File: src/rtl/bundler_ctrl_if.sv
// Valid/ready hypervector stream.
//   valid : source has a vector on data
//   ready : sink accepts the vector this cycle
//   data  : W-bit hypervector
// master = source side, slave = sink side.
interface bundler_ctrl_if #(
  parameter int unsigned W = 6
);
  logic         valid;
  logic         ready;
  logic [W-1:0] data;

  modport master (output valid, output data, input ready);
  modport slave  (input valid, input data, output ready);
endinterface

File: src/rtl/bundler_ctrl.sv
// Sequencer for the bundler: collects NUM_HVS vectors from upstream, pulses
// the bundler, captures its result and offers it downstream. Includes a
// WAIT watchdog, a soft flush and a completed-batch counter.
//   clk, nrst      : clock, async active-low reset
//   flush          : synchronous soft clear
//   in_stream      : upstream vector stream (sink side)
//   bnd_en         : one-cycle bundler start
//   bnd_hv_array   : packed operands, slot 0 = first accepted vector
//   bnd_done       : bundler completion pulse
//   bnd_hv_out     : bundler result
//   res_stream     : downstream result stream (source side)
//   busy           : batch in progress (not idle COLLECT with cnt 0)
//   timeout_err    : sticky watchdog flag
//   batch_count    : completed bundles, wraps
module bundler_ctrl #(
  parameter int unsigned DIMENSIONS = 6,
  parameter int unsigned NUM_HVS    = 5,
  parameter int unsigned TIMEOUT    = 64,
  parameter int unsigned CNT_W      = 16
) (
  input  logic                            clk,
  input  logic                            nrst,
  input  logic                            flush,
  bundler_ctrl_if.slave                   in_stream,
  output logic                            bnd_en,
  output logic [NUM_HVS*DIMENSIONS-1:0]   bnd_hv_array,
  input  logic                            bnd_done,
  input  logic [DIMENSIONS-1:0]           bnd_hv_out,
  bundler_ctrl_if.master                  res_stream,
  output logic                            busy,
  output logic                            timeout_err,
  output logic [CNT_W-1:0]                batch_count
);

  localparam int unsigned IDX_W = $clog2(NUM_HVS + 1);
  localparam int unsigned TMR_W = $clog2(TIMEOUT + 1);
  localparam int unsigned ARR_W = NUM_HVS * DIMENSIONS;

  typedef enum logic [1:0] {COLLECT, LAUNCH, WAIT} state_t;

  state_t                state, state_nxt;
  logic [IDX_W-1:0]      cnt, cnt_nxt;
  logic [ARR_W-1:0]      arr_nxt;
  logic                  bnd_en_nxt;
  logic                  res_valid, res_valid_nxt;
  logic [DIMENSIONS-1:0] res_hv, res_hv_nxt;
  logic                  timeout_nxt;
  logic                  drop, drop_nxt;
  logic [TMR_W-1:0]      timer, timer_nxt;
  logic [CNT_W-1:0]      batch_nxt;
  logic                  busy_nxt;
  logic                  accept, slot_free, expire;

  // Only combinational output: upstream may push while collecting
  assign in_stream.ready  = nrst && (state == COLLECT) && !flush;
  assign res_stream.valid = res_valid;
  assign res_stream.data  = res_hv;

  assign accept    = in_stream.valid && in_stream.ready;
  // Result slot is free, or the pending result leaves this cycle
  assign slot_free = !res_valid || res_stream.ready;
  assign expire    = (timer == TMR_W'(TIMEOUT - 1));

  // Next-state and register updates
  always_comb begin
    state_nxt     = state;
    cnt_nxt       = cnt;
    arr_nxt       = bnd_hv_array;
    bnd_en_nxt    = 1'b0;
    res_valid_nxt = res_valid && !res_stream.ready;
    res_hv_nxt    = res_hv;
    timeout_nxt   = timeout_err;
    drop_nxt      = drop;
    timer_nxt     = timer;
    batch_nxt     = batch_count;

    case (state)
      COLLECT: begin
        if (flush) begin
          cnt_nxt = '0;
          arr_nxt = '0;
        end else if (accept) begin
          arr_nxt[DIMENSIONS*int'(cnt) +: DIMENSIONS] = in_stream.data;
          cnt_nxt = cnt + IDX_W'(1);
          if (cnt == IDX_W'(NUM_HVS - 1)) state_nxt = LAUNCH;
        end
      end
      LAUNCH: begin
        if (flush) begin
          cnt_nxt   = '0;
          arr_nxt   = '0;
          state_nxt = COLLECT;
        end else if (slot_free) begin
          bnd_en_nxt = 1'b1;
          timer_nxt  = '0;
          state_nxt  = WAIT;
        end
      end
      WAIT: begin
        timer_nxt = timer + TMR_W'(1);
        if (bnd_done || expire) begin
          state_nxt = COLLECT;
          cnt_nxt   = '0;
          drop_nxt  = 1'b0;
          // A flush in the same cycle discards the result or the timeout
          if (bnd_done) begin
            if (!flush && !drop) begin
              res_hv_nxt    = bnd_hv_out;
              res_valid_nxt = 1'b1;
              batch_nxt     = batch_count + CNT_W'(1);
            end
          end else if (!flush) begin
            timeout_nxt = 1'b1;
          end
        end else if (flush) begin
          // Bundler keeps running; its result is swallowed on completion
          drop_nxt = 1'b1;
        end
      end
      default: state_nxt = COLLECT;
    endcase

    if (flush) begin
      res_valid_nxt = 1'b0;
      timeout_nxt   = 1'b0;
    end

    busy_nxt = (state_nxt != COLLECT) || (cnt_nxt != '0);
  end

  // State and output registers
  always_ff @(posedge clk or negedge nrst) begin
    if (!nrst) begin
      state        <= COLLECT;
      cnt          <= '0;
      bnd_hv_array <= '0;
      bnd_en       <= 1'b0;
      res_valid    <= 1'b0;
      res_hv       <= '0;
      timeout_err  <= 1'b0;
      drop         <= 1'b0;
      timer        <= '0;
      batch_count  <= '0;
      busy         <= 1'b0;
    end else begin
      state        <= state_nxt;
      cnt          <= cnt_nxt;
      bnd_hv_array <= arr_nxt;
      bnd_en       <= bnd_en_nxt;
      res_valid    <= res_valid_nxt;
      res_hv       <= res_hv_nxt;
      timeout_err  <= timeout_nxt;
      drop         <= drop_nxt;
      timer        <= timer_nxt;
      batch_count  <= batch_nxt;
      busy         <= busy_nxt;
    end
  end

endmodule

File: src/flat_wrapper.sv
// flat-port wrapper written by rule: the top's interface ports become plain ports
module bundler_ctrl_flat 
#(
  parameter int unsigned DIMENSIONS = 6,
  parameter int unsigned NUM_HVS    = 5,
  parameter int unsigned TIMEOUT    = 64,
  parameter int unsigned CNT_W      = 16
)
  (clk, nrst, flush, bnd_en, bnd_hv_array, bnd_done, bnd_hv_out, busy, timeout_err, batch_count, in_stream_valid, in_stream_data, in_stream_ready, res_stream_valid, res_stream_data, res_stream_ready);
  bundler_ctrl_if #(.W((6))) in_stream_i ();
  bundler_ctrl_if #(.W((6))) res_stream_i ();
  input  logic clk;
  input  logic nrst;
  input  logic flush;
  output logic bnd_en;
  output logic [NUM_HVS*DIMENSIONS-1:0] bnd_hv_array;
  input  logic bnd_done;
  input  logic [DIMENSIONS-1:0] bnd_hv_out;
  output logic busy;
  output logic timeout_err;
  output logic [CNT_W-1:0] batch_count;
  input wire logic [$bits(in_stream_i.valid)-1:0] in_stream_valid;
  input wire logic [$bits(in_stream_i.data)-1:0] in_stream_data;
  output wire logic [$bits(in_stream_i.ready)-1:0] in_stream_ready;
  output wire logic [$bits(res_stream_i.valid)-1:0] res_stream_valid;
  output wire logic [$bits(res_stream_i.data)-1:0] res_stream_data;
  input wire logic [$bits(res_stream_i.ready)-1:0] res_stream_ready;
  assign in_stream_i.valid = in_stream_valid;
  assign in_stream_i.data = in_stream_data;
  assign in_stream_ready = in_stream_i.ready;
  assign res_stream_valid = res_stream_i.valid;
  assign res_stream_data = res_stream_i.data;
  assign res_stream_i.ready = res_stream_ready;
  bundler_ctrl #(.DIMENSIONS(DIMENSIONS), .NUM_HVS(NUM_HVS), .TIMEOUT(TIMEOUT), .CNT_W(CNT_W)) u_core (.clk(clk), .nrst(nrst), .flush(flush), .in_stream(in_stream_i), .bnd_en(bnd_en), .bnd_hv_array(bnd_hv_array), .bnd_done(bnd_done), .bnd_hv_out(bnd_hv_out), .res_stream(res_stream_i), .busy(busy), .timeout_err(timeout_err), .batch_count(batch_count));
endmodule
File: config.mk
export PLATFORM = sky130hd
export DESIGN_NAME = bundler_ctrl_flat
export DESIGN_NICKNAME = d
export VERILOG_FILES = /design/src/rtl/bundler_ctrl_if.sv /design/src/rtl/bundler_ctrl.sv /design/src/flat_wrapper.sv
export SDC_FILE = /design/constraint.sdc
export NUM_CORES = 1
export LEC_CHECK = 0
export BUFFER_PORTS_ARGS = -buffer_cell sky130_fd_sc_hd__clkbuf_2
export CORE_MARGIN = 3
export CORE_UTILIZATION = 60
export CTS_CLUSTER_DIAMETER = 60
export DETAILED_ROUTE_END_ITERATION = 16
export PLACE_DENSITY_LB_ADDON = 0.15
export SYNTH_ARGS = -nofsm -noshare
export SYNTH_HDL_FRONTEND = slang
export SYNTH_SLANG_ARGS = --single-unit
File: constraint.sdc
create_clock -name clk -period 9.89 [get_ports clk]
set_input_delay 0.989 -clock clk [delete_from_list [all_inputs] [get_ports clk]]
set_output_delay 0.989 -clock clk [all_outputs]
set_load 0.01 [all_outputs]
==> flow_metrics.tcl, run 1 <==
set metrics [dict create \
    fin_area_mm2 0.00478 \
    io-pin-count 75 \
    fin_crit_ns 4.41 \
    post-synth-top-area-cell "dfrtp_1" \
    cts_num_sinks 69 \
    wl_mm 11.3 \
    hold_class "flip-flop to flip-flop" \
    post-route-period-util 0.446 \
    cts_max_path_buffers 2 \
    antenna_left 0 \
    grt_pass1_vias 3560 \
    cap_viol_max_count 0 \
    tightestPinTransition_ns 1.11 \
    seq_area_frac_synth 0.413 \
    synth_ff_type "dfrtp_1" \
    ys_seq_elements 69 \
    rsz0062_at_grt "no" \
    fmax_ghz 0.227 \
    critical_path_class "flip-flop to flip-flop" \
    grt_max_degree 74 \
    core_area_mm2 0.00653 \
    antenna_found_initial 0 \
    timing.clock.skew_ns 0.0141 \
    dieArea_mm2 0.00800 \
    layout.nets 556 \
    numCtsBuffers 9 \
    cts_tree "yes" \
    post_synth_main_area_contributors "dfrtp_1, nand2_1, mux2i_1" \
    ys_async_sr_fraction 1.00 \
    whs_ns 0.478 \
    rows 29 \
    status "complete, no violations" \
    startpoint_type "flip-flop" \
    portBuffers 74 \
    dr.first_iter.drc_count 342 \
    initial_utilization 0.640 \
    cp_max_fo 37 \
    synthCells 461 \
    ys_warn_count 0 \
    clock_latency_ns 0.35 \
    critPathRequiredTime_ns 10.13 \
    placedInstanceArea_mm2 0.00458 \
    ctsHoldBuffers 0 \
    power_density_mw_per_mm2 130 \
    die_h_um 89.5 \
    slew_headroom 0.263 \
    synth_edf_count 0 \
    dpl.hpwl_mm 8.12 \
    drc 0 \
    multi_input_area_mm2 0.00231 \
    drv_slew 0 \
    avgSynthCellArea_um2 9.07 \
    grt_pass1_wl_mm 17.9 \
    cts-resized-gates 0 \
    seq_area_mm2 0.00173 \
    tns_ns 0 \
    p_leak_nw 2.25 \
    dpl.cell_count 595 \
    netlist_area_mm2 0.00418 \
    gp_congestion 0.985 \
    cp-end-kind "flip-flop" \
    synth_top_area_frac 0.413 \
    cts.clk_slew.worst_paths_ns 0.08 \
    hold_violations 0 \
    num-fill-cells 510 \
    num_antenna_cells 0 \
    cts_setup_buffers 0 \
    cts_root_buffer "clkbuf_8" \
    dr_total_vias 3875 \
    arrival_ns 4.65 \
    final-setup-viol-count 0 \
    viasPerCell 6.34 \
    synth.net_count 488 \
    wl_per_cell_um 18.5 \
    area_delta_synth_final_pct 14.2 \
    grt_use_total 0.295 \
    htreeDepth 3 \
    die_width_um 89.5 \
    dr.pass1.iters 7 \
    drive_gt1_frac 0.208 \
    grt_overflow 0 \
    final_cells 611 \
    synth.distinct_cells 65 \
    peakVddDrop_uv 86.7 \
]
-- cell type report --
class	instances	area share
Multi-Input combinational cell	359	0.484
Sequential cell	69	0.362
Timing Repair Buffer	77	0.0823
Clock buffer	9	0.0259
Tap cell	77	0.0202
Clock inverter	7	0.0155
Inverter	13	0.0102
-- layout by cell type, fill, tap and decap left out, types with 7 or more instances in the layout --
cell type,count
nor3_1,11
o31ai_1,7
inv_1,11
a21oi_1,18
dfrtp_1,69
nand2_1,83
nand2b_1,12
ha_1,8
a22o_1,11
o21ai_0,22
nand3_1,12
nor2_1,22
clkbuf_2,73
xnor2_1,13
clkbuf_8,9
nand4_1,11
and3_1,9
mux2i_1,12
-- synthesized netlist by cell type (all sizes together) (6+ instances only) --
cell	count
xor2	7
nand3	13
a22o	11
and3	9
a31oi	6
o31ai	7
xnor2	15
a21oi	18
o21ai	23
nand2	84
inv	11
nand2b	12
nor3	11
mux2i	12
clkbuf	8
nor2	22
dfrtp	69
buf	12
ha	8
nand4	11
-- power breakdown --
| part | internal, mW | switching (mW) | leakage [nW] |
|---|---|---|---|
| combinational | 0.0323 | 0.0681 | 1.22 |
| sequential | 0.285 | 0.00290 | 0.926 |
| clock | 0.117 | 0.117 | 0.0996 |
-- final timing paths --
check | to | from | cells after the start | slack [ns]
worst max-delay path | u_core.bnd_hv_array[25]$_DFFE_PN0P_ | u_core.cnt[0]$_DFF_PN0_ | 11 | 5.48
worst min-delay path | u_core.batch_count[15]$_DFFE_PN0P_ | u_core.batch_count[15]$_DFFE_PN0P_ | 1 | 0.48
worst max register to register | u_core.bnd_hv_array[25]$_DFFE_PN0P_ | u_core.cnt[0]$_DFF_PN0_ | 11 | 5.48
worst min register to register | u_core.batch_count[15]$_DFFE_PN0P_ | u_core.batch_count[15]$_DFFE_PN0P_ | 1 | 0.48
max in group asynchronous | u_core.timer[6]$_DFFE_PN0P_ | nrst | 2 | 8.46
min in group asynchronous | u_core.bnd_hv_array[1]$_DFFE_PN0P_ | nrst | 2 | 0.80
-- layer usage --
| metal | global-route usage | share of wire |
|---|---|---|
| met1 | 0.396 | 0.42 |
| met2 | 0.464 | 0.47 |
| met3 | 0.0618 | 0.076 |
| met4 | 0.126 | 0.033 |
| met5 | 0 | 0 |
-- registers in the layout (all words and copies together) (netlist names) --
register                 cells
u_core.res_stream.valid      1
u_core.state                 2
u_core.drop                  1
u_core.timer                 7
u_core.res_stream.data       6
u_core.timeout_err           1
u_core.bnd_en                1
u_core.busy                  1
u_core.cnt                   3
u_core.batch_count          16
u_core.bnd_hv_array         30
-- kinds of logic after synthesis --
| group | after synthesis | share of synthesized area |
|---|---|---|
| XOR/XNOR | 22 | 0.0533 |
| buffers and inverters | 33 | 0.0335 |
| multiplexers | 14 | 0.0341 |
| flip-flops | 69 | 0.413 |
| adder cells (fa/ha/maj) | 9 | 0.0287 |
| AND/OR/NAND/NOR | 197 | 0.234 |
| AO/OA/AOI/OAI | 117 | 0.203 |
-- through the flow --
step           total power, mW  setup WS, ns   util
2_1_floorplan            0.359          6.73      -
3_3_place_gp             0.390          5.72  0.701
3_5_place_dp             0.391          5.65  0.701
4_1_cts                  0.620          5.63  0.731
5_1_grt                  0.647          5.12  0.731
6_report                 0.622          5.48  0.731
-- critical path, stage by stage (launching register included) --
cell and delay [ns]:
dfrtp_1 0.41, buf_4 0.37, ha_1 0.42, fa_1 0.56, xor2_2 0.40, nor2_1 0.10, ha_1 0.55, o21ai_0 0.17
nor4b_1 0.62, o221a_2 0.35, o21ai_0 0.10, a22o_1 0.25
(Power assumes the default switching activity.)
==> run 2, diff against run 1 <==
--- a/config.mk
+++ b/config.mk
@@ -7,7 +7,7 @@
 export LEC_CHECK = 0
 export BUFFER_PORTS_ARGS = -buffer_cell sky130_fd_sc_hd__clkbuf_2
 export CORE_MARGIN = 3
-export CORE_UTILIZATION = 60
+export CORE_UTILIZATION = 56
 export CTS_CLUSTER_DIAMETER = 60
 export DETAILED_ROUTE_END_ITERATION = 16
 export PLACE_DENSITY_LB_ADDON = 0.15
==> constraint.sdc (replaced) <==
create_clock -name clk -period 4.3 [get_ports clk]
set_input_delay 0.43 -clock clk [delete_from_list [all_inputs] [get_ports clk]]
set_output_delay 0.43 -clock clk [all_outputs]
set_load 0.01 [all_outputs]
==> run 2 against run 1 <==
Against the previous run:
- flip-flop and latch count unchanged
- worst hold slack got worse by 0.34 ns
- final cell count increased by 4.1%
==> flow_metrics.tcl, run 2 (synthesized netlist as in run 1, its figures left out) <==
set metrics [dict create \
    status "complete, no violations" \
    cts_setup_buffers 0 \
    hold_violations 0 \
    timing.rr.end "u_core.bnd_hv_array[25]$_DFFE_PN0P_" \
    clkPwrFrac 0.375 \
    viasPerCell 6.06 \
    cts_num_sinks 69 \
    dr_total_vias 3851 \
    cts_root_buffer "clkbuf_8" \
    die_width_um 92.4 \
    rsz0062_at_grt "no" \
    top_register "u_core.bnd_hv_array" \
    grt_overflow 0 \
    cts_tree "yes" \
    cts_max_path_buffers 2 \
    portBuffers 74 \
    antenna_found_initial 0 \
    cap_viol_max_count 0 \
    final-setup-viol-count 0 \
    fin_area_mm2 0.00485 \
    num_antenna_cells 0 \
    drive_gt1_frac 0.215 \
    area_delta_synth_final_pct 15.9 \
    antenna_left 0 \
    rows 30 \
    final_common_cell "nand2_1" \
    hold_class "input pin to async pin" \
    numCtsBuffers 9 \
    pwr-share-seq 0.462 \
    reg2regPathDepth 9 \
    placedInstanceArea_mm2 0.00465 \
    grt_use_total 0.278 \
    tns_ns 0 \
    die_h_um 92.4 \
    peakVddDrop_uv 213 \
    wl_per_cell_um 17.8 \
    final_cell_mix "nand2_1, clkbuf_2, dfrtp_1" \
    drv_slew 0 \
    tightestPinTransition_ns 0.795 \
    critical_path_class "flip-flop to flip-flop" \
    timing.clock.skew_ns 0.0135 \
    initial_utilization 0.596 \
    htreeDepth 3 \
    slew_headroom 0.470 \
    gp_congestion 0.997 \
    dieArea_mm2 0.00854 \
    fmax_ghz 0.273 \
    cp-startpoint "u_core.cnt[2]$_DFF_PN0_" \
    timing.rr.start "u_core.cnt[2]$_DFF_PN0_" \
    comb_power_share 0.163 \
    cts-resized-gates 0 \
    critPathRequiredTime_ns 4.53 \
    grt_pass1_wl_mm 19.0 \
    cp_max_fo 19 \
    io-pin-count 75 \
    grt_max_degree 41 \
    dr.first_iter.drc_count 385 \
    swShare 0.298 \
    cts.clk_slew.worst_paths_ns 0.08 \
    core_area_mm2 0.00702 \
    cp-endpoint "u_core.bnd_hv_array[25]$_DFFE_PN0P_" \
    arrival_ns 3.89 \
    power_density_mw_per_mm2 295 \
    layout.nets 562 \
    dpl.hpwl_mm 8.42 \
    reg_top3 "u_core.bnd_hv_array: 30 flops, u_core.batch_count: 16 flops, u_core.timer: 7 flops" \
    num-fill-cells 591 \
    dr.pass1.iters 5 \
    p_switching_mw 0.427 \
    p_leak_nw 2.27 \
    startpoint_type "flip-flop" \
    r2r_setup_slack_ns 0.64 \
    wl_mm 11.3 \
    fin_crit_ns 3.66 \
    clock_latency_ns 0.34 \
    cp-end-kind "flip-flop" \
    ctsHoldBuffers 0 \
    drc 0 \
    post-route-period-util 0.851 \
    grt_pass1_vias 3749 \
    largest_reg_flops 30 \
    p_int_mw 1.01 \
]
## run 2: cell count changes in the layout (fill, tap and decap cells not counted)
cell / previous run / this run
clkbuf_1: 0 / 1
clkinvlp_4: 1 / 2
buf_4: 3 / 9
clkinv_2: 2 / 0
## run 2: through the flow
| stage | instances | worst slack, ns | power (mW) | hold slack [ns] | util |
|---|---|---|---|---|---|
| 2_1_floorplan | 461 | 1.14 | 0.827 | 0.134 | - |
| 3_3_place_gp | 620 | 0.866 | 0.901 | 0.459 | 0.662 |
| 3_5_place_dp | 620 | 0.731 | 0.904 | 0.465 | 0.662 |
| 4_1_cts | 636 | 0.716 | 1.44 | 0.152 | 0.690 |
| 5_1_grt | 636 | 0.321 | 1.50 | 0.168 | 0.690 |
| 6_report | 636 | 0.641 | 1.43 | 0.134 | 0.690 |
## run 2: worst min path at each step
| stage | start | endpoint | slack [ns] | depth (start not counted) |
|---|---|---|---|---|
| 3_3_place_gp | u_core.batch_count[15]$_DFFE_PN0P_ | u_core.batch_count[15]$_DFFE_PN0P_ | 0.46 | 1 |
| 4_1_cts | nrst | u_core.timer[6]$_DFFE_PN0P_ | 0.15 | 1 |
| 5_1_grt | nrst | u_core.timer[4]$_DFFE_PN0P_ | 0.17 | 1 |
| 3_5_place_dp | u_core.res_stream.data[2]$_DFFE_PN0P_ | u_core.res_stream.data[2]$_DFFE_PN0P_ | 0.46 | 2 |
| 2_1_floorplan | nrst | u_core.batch_count[0]$_DFFE_PN0P_ | 0.13 | 0 |
| 6_report | nrst | u_core.timer[4]$_DFFE_PN0P_ | 0.13 | 1 |
## run 2: cell type report
class | instances | area (um2) | share of cell area
Sequential cell | 69 | 1730 | 0.356
Multi-Input combinational cell | 359 | 2310 | 0.477
Tap cell | 96 | 120 | 0.0248
Inverter | 13 | 48.8 | 0.0101
Timing Repair Buffer | 83 | 438 | 0.0904
Clock buffer | 10 | 128 | 0.0263
Clock inverter | 6 | 71.3 | 0.0147
## run 2: per-layer routing
metal,GRT usage,share of wire,vias up
li1,-,-,1819
met1,0.361,0.42,1836
met2,0.455,0.48,170
met3,0.0723,0.077,26
met4,0.0916,0.025,0
met5,0,0,-
## run 2: critical path, cell delays in order, from the launching register on
cell      delay, ns
dfrtp_1        0.79
ha_1           0.26
a21o_1         0.22
clkinv_1       0.25
ha_1           0.63
o21ai_0        0.16
nor4b_1        0.57
o221a_2        0.35
o21ai_0        0.11
a22o_1         0.21
## run 2: power by group through the flow
stage / logic [mW] / clock network [mW] / registers (mW)
after floorplan: 0.151 / 0 / 0.676
after global placement: 0.227 / 0 / 0.674
after global routing: 0.255 / 0.580 / 0.663
after detailed placement: 0.229 / 0 / 0.674
final: 0.233 / 0.537 / 0.661
after CTS: 0.230 / 0.545 / 0.661
